[src/rtl/alu_con_unit.sv]
// ALU/CON datapath slice: AND and add units, 64-bit Z result register, branch-condition flip-flop.
// Optional build macro ALU_ADD_CARRY_OUT_EN stores the adder carry-out in Z bit 32 (ZHi[0]).

module alu_adder32 (
  output logic [31:0] sum,
  output logic        cout,
  input  logic [31:0] a,
  input  logic [31:0] b,
  input  logic        cin
);
  assign {cout, sum} = 33'(a) + 33'(b) + 33'(cin);
endmodule

module alu_con_unit (
  input  logic        Clock,
  input  logic        Clear,
  input  logic [31:0] Y,
  input  logic [31:0] BusMuxOut,
  input  logic        AND,
  input  logic        ADD,
  input  logic        Zin,
  input  logic [3:0]  C2,
  input  logic        CONin,
  output logic [31:0] ZHi,
  output logic [31:0] ZLo,
  output logic        BranchMet
);

  localparam int unsigned W  = 32;
  localparam int unsigned ZW = 2 * W;

`ifdef ALU_ADD_CARRY_OUT_EN
  localparam logic CARRY_EN = 1'b1;
`else
  localparam logic CARRY_EN = 1'b0;
`endif

  logic [W-1:0]  add_sum;
  logic          add_cout;
  logic [ZW-1:0] sel_res;
  logic          sel_vld;
  logic          cond;
  logic [ZW-1:0] z_d, z_q;
  logic          con_d, con_q;
  logic          unused_c2;

  alu_adder32 u_adder (
    .sum  (add_sum),
    .cout (add_cout),
    .a    (Y),
    .b    (BusMuxOut),
    .cin  (1'b0)
  );

  // Result select: AND has priority over ADD; no select means Z holds.
  always_comb begin
    sel_res = '0;
    sel_vld = 1'b0;
    if (AND) begin
      sel_res = {32'h0, Y & BusMuxOut};
      sel_vld = 1'b1;
    end else if (ADD) begin
      sel_res = {31'h0, add_cout & CARRY_EN, add_sum};
      sel_vld = 1'b1;
    end
  end

  // Branch condition decode on C2[1:0]; the upper condition bits are don't-care.
  always_comb begin
    cond = 1'b0;
    unique case (C2[1:0])
      2'b00: cond = (BusMuxOut == 32'h0);
      2'b01: cond = (BusMuxOut != 32'h0);
      2'b10: cond = ~BusMuxOut[W-1];
      2'b11: cond = BusMuxOut[W-1];
      default: cond = 1'b0;
    endcase
  end

  assign unused_c2 = ^C2[3:2];

  always_comb begin
    z_d   = z_q;
    con_d = con_q;
    if (Zin && sel_vld) z_d = sel_res;
    if (CONin)          con_d = cond;
  end

  always_ff @(posedge Clock) begin
    if (Clear) begin
      z_q   <= '0;
      con_q <= 1'b0;
    end else begin
      z_q   <= z_d;
      con_q <= con_d;
    end
  end

  assign ZHi       = z_q[ZW-1:W];
  assign ZLo       = z_q[W-1:0];
  assign BranchMet = con_q;

endmodule

[config.mk]
export PLATFORM = sky130hd
export DESIGN_NAME = alu_con_unit
export DESIGN_NICKNAME = d
export VERILOG_FILES = /design/src/rtl/alu_con_unit.sv
export SDC_FILE = /design/constraint.sdc
export NUM_CORES = 1
export LEC_CHECK = 0
export BUFFER_PORTS_ARGS = -buffer_cell sky130_fd_sc_hd__buf_2
export CORE_ASPECT_RATIO = 1.5
export CORE_MARGIN = 8
export CORE_UTILIZATION = 55
export CTS_CLUSTER_DIAMETER = 200
export CTS_CLUSTER_SIZE = 40
export DETAILED_ROUTE_END_ITERATION = 8
export GPL_TIMING_DRIVEN = 0
export PLACE_DENSITY_LB_ADDON = 0.12
export SYNTH_ARGS = -nofsm -noshare
export SYNTH_HDL_FRONTEND = slang
export SYNTH_SLANG_ARGS = --single-unit
[constraint.sdc]
create_clock -name Clock -period 5.5 [get_ports Clock]
set_clock_uncertainty 0.1 [all_clocks]
set_input_delay 0.825 -clock Clock [delete_from_list [all_inputs] [get_ports Clock]]
set_output_delay 0.825 -clock Clock [all_outputs]
set_load 0.1 [all_outputs]
==> run_results.csv <==
group,metric,value,unit
run_status,outcome,"finished clean",
cts,cts_max_level,2,
power,power_leakage,2.12,nW
floorplanning,start_util,0.565,
setup_path,worstSetupPathType,"primary input to register",
power,ir_drop,0.000171,V
timing,fin_tns_setup,0,ns
power,swShare,0.527,
power,p_per_area,244,nW/um2
logic_synthesis,netlist_instances,488,
global_route,overflow,0,
logic_synthesis,ys_seq_area_frac,0.180,
logic_synthesis,synth_ff_type,"dfxtp_1",
setup_path,crit_top_cell,"o211a_1",
timing,clock.fmax,313,MHz
setup_path,worstPathArrival,3.27,ns
drt,drt_iter0_drc,300,
finish,syn2layout_area_growth,21.9,%
flow_run,maxCapViolCount,0,
setup_path,required,5.57,ns
drt,first_pass_iters,5,
timing,whs,0.390,ns
drt,drc,0,
finish,insertedDiodeCount,0,
logic_synthesis,ys_ff_latch,33,
global_route,grt_pass1_vias,4588,
setup_path,cp-end-kind,"register",
finish,drive_above_1_share,0.251,
setup_path,startpoint_type,"primary input",
timing,timing.final.ws_setup,2.30,ns
finish,nNetsFinal,735,
cts,numCtsBuffers,5,
setup_path,cp_slowest_cell,"a2111oi_0",
cts,cts_resized,0,
floorplanning,dieArea,9590,um2
cts,clock_latency,0.30,ns
setup_path,critical_path.max_stage_delay,0.42,ns
global_route,grt_util_met1,0.292,
logic_synthesis,synth_area_leaders,"dfxtp_1, ha_1, buf_4",
timing,worst_pin_slew,0.692,ns
timing,relSlewSlack,0.539,
timing,hold_violations,0,
logic_synthesis,synth_area,3670,um2
floorplanning,die_h,116,um
setup_path,crit_chain,"buf_2 -> ha_1 -> inv_1 -> fa_1 -> nor2b_1 -> o211a_1 -> o211a_1 -> o31a_1 -> a21oi_1 -> xor2_1 -> a2111oi_0",
timing,min_period,3.20,ns
power,intPower,0.516,mW
timing,post-route-period-util,0.582,
logic_synthesis,synthTopCellsByCount,"nor2_1, a21oi_1, dfxtp_1",
setup_path,worstSetupStartpoint,"BusMuxOut[0]",
logic_synthesis,yosysMostFrequentCell,"nor2_1",
drt,vias,4303,
logic_synthesis,async_reset_ff_frac,0,
global_route,grt_max_degree,11,
timing,slew_viol_final,0,
global_route,grt_first_pass_wirelength,21800,um
timing,setup-violations-final,0,
floorplanning,num_rows,36,
drt,routed_wl,13700,um
hold_path,holdCritPathClass,"register to register",
power,p_switching,0.575,mW
floorplanning,ioPinCount,139,
place,place_hpwl,11200,um
logic_synthesis,yosysTopAreaCellShare,0.180,
floorplanning,die_w,82.7,um
setup_path,crit_fanout,4,
place,place.gp.congestion,0.948,
hold_path,min_from,"z_q[14]",
logic_synthesis,yosysWarnings,0,
drt,via_per_inst,6.10,
global_route,met3_usage,0.0598,
place,place_ws,2.05,ns
logic_synthesis,synth_edf_count,0,
global_route,grt_use_met2,0.511,
cts,cts.clk_slew.worst_paths,0.07,ns
cts,clockBufferDepth,2,
cts,cts_tree,"built",
setup_path,r2r_start,"z_q[28]",
global_route,grt_usage,0.290,
power,power_frac_clock,0.173,
cts,cts_sinks,33,
place,io_buffers,102,
finish,fillers,574,
cts,clock-root-buffer,"clkbuf_8",
logic_synthesis,synth_area_leader_cell,"dfxtp_1",
power,seqPwrFrac,0.247,
logic_synthesis,avgSynthCellArea,7.51,um2
global_route,busiest_layer,"met2",
global_route,antenna_found_initial,0,
drt,drtAntennaViolNets,0,
cts,ctsHoldBuffers,0,
power,power.share.combinational,0.579,
logic_synthesis,synth.distinct_cells,63,
cts,cts_setup_buffers,0,
floorplanning,core-area,6490,um2
timing,rsz0062_at_grt,"false",
drt,avgRoutedWirePerCell,19.4,um
cell type report:
type                       instances  area (um2)  area share
multi-input combinational        419        2750       0.614
clock buffer                       8        80.1      0.0179
buffer                            58         344      0.0770
timing repair buffer             102         510       0.114
sequential                        33         661       0.148
inverter                           9        33.8     0.00756
tap                               76        95.1      0.0213
final timing paths:
path | end | slack [ns] | depth (start not counted)
worst max-delay path | z_q[22] | 2.30 | 11
worst min-delay path | z_q[14] | 0.39 | 2
worst max register to register | z_q[28] | 4.22 | 5
worst min register to register | z_q[14] | 0.39 | 2
logic make-up (layout without fill, tap and decap cells):
| kind of cell | after synthesis | in the layout | synth area share |
|---|---|---|---|
| compound gates | 164 | 164 | 0.321 |
| xor+xnor | 23 | 23 | 0.0549 |
| fa+ha+maj | 33 | 33 | 0.115 |
| buf+inv | 67 | 177 | 0.103 |
| flops | 33 | 33 | 0.180 |
| mux | 7 | 7 | 0.0194 |
| other cells | 1 | 32 | 0.00102 |
| simple gates | 160 | 160 | 0.205 |
per-layer routing:
layer / share of wire / routed length [um] / vias up
met5: 0 / 0 / -
met2: 0.51 / 6930 / 226
met4: 0.061 / 827 / 0
met3: 0.081 / 1110 / 54
li1: - / - / 2050
met1: 0.35 / 4790 / 1973
power by group through the flow:
stage | Combinational (mW) | Sequential [mW] | Clock, mW
finish | 0.632 | 0.270 | 0.189
global route | 0.673 | 0.272 | 0.199
detailed placement | 0.623 | 0.275 | 0
floorplan | 0.359 | 0.415 | 0
CTS | 0.624 | 0.270 | 0.188
global placement | 0.615 | 0.274 | 0
worst max-delay path, delay by kind of cell:
kind                     cells  cell delay (ns)
XOR/XNOR                     1             0.16
buffers and inverters        2             0.16
AO/OA/AOI/OAI                5             1.34
adder cells (fa/ha/maj)      2             0.60
AND/OR/NAND/NOR              1             0.17
stage by stage:
stage / instance area, um2 / util / cells / power (mW)
floorplan: 3780 / - / 519 / 0.774
global placement: 4390 / 0.677 / 697 / 0.889
detailed placement: 4390 / 0.677 / 697 / 0.898
CTS: 4470 / 0.689 / 705 / 1.08
global route: 4470 / 0.689 / 705 / 1.14
finish: 4470 / 0.689 / 705 / 1.09
sequential cells by signal, indices dropped and copies added, names as in the netlist:
register	cells
z_q	32
BranchMet	1
cells in the final DEF (no fill, tap or decap), types with 8 or more instances in the layout:
master and n:
a221oi_1 12, nor2_1 59, ha_1 32, buf_4 32, a21o_1 11, nand3_1 11, nand4_1 8, nor4_1 8
buf_2 107, a21oi_1 37, nand2_1 30, a211oi_1 14, inv_1 9, dfxtp_1 33, clkbuf_1 23, o21ai_0 27
xnor2_1 8, xor2_1 15, conb_1 32, nor3_1 20
Note: power is estimated with default switching activity, not from simulation.
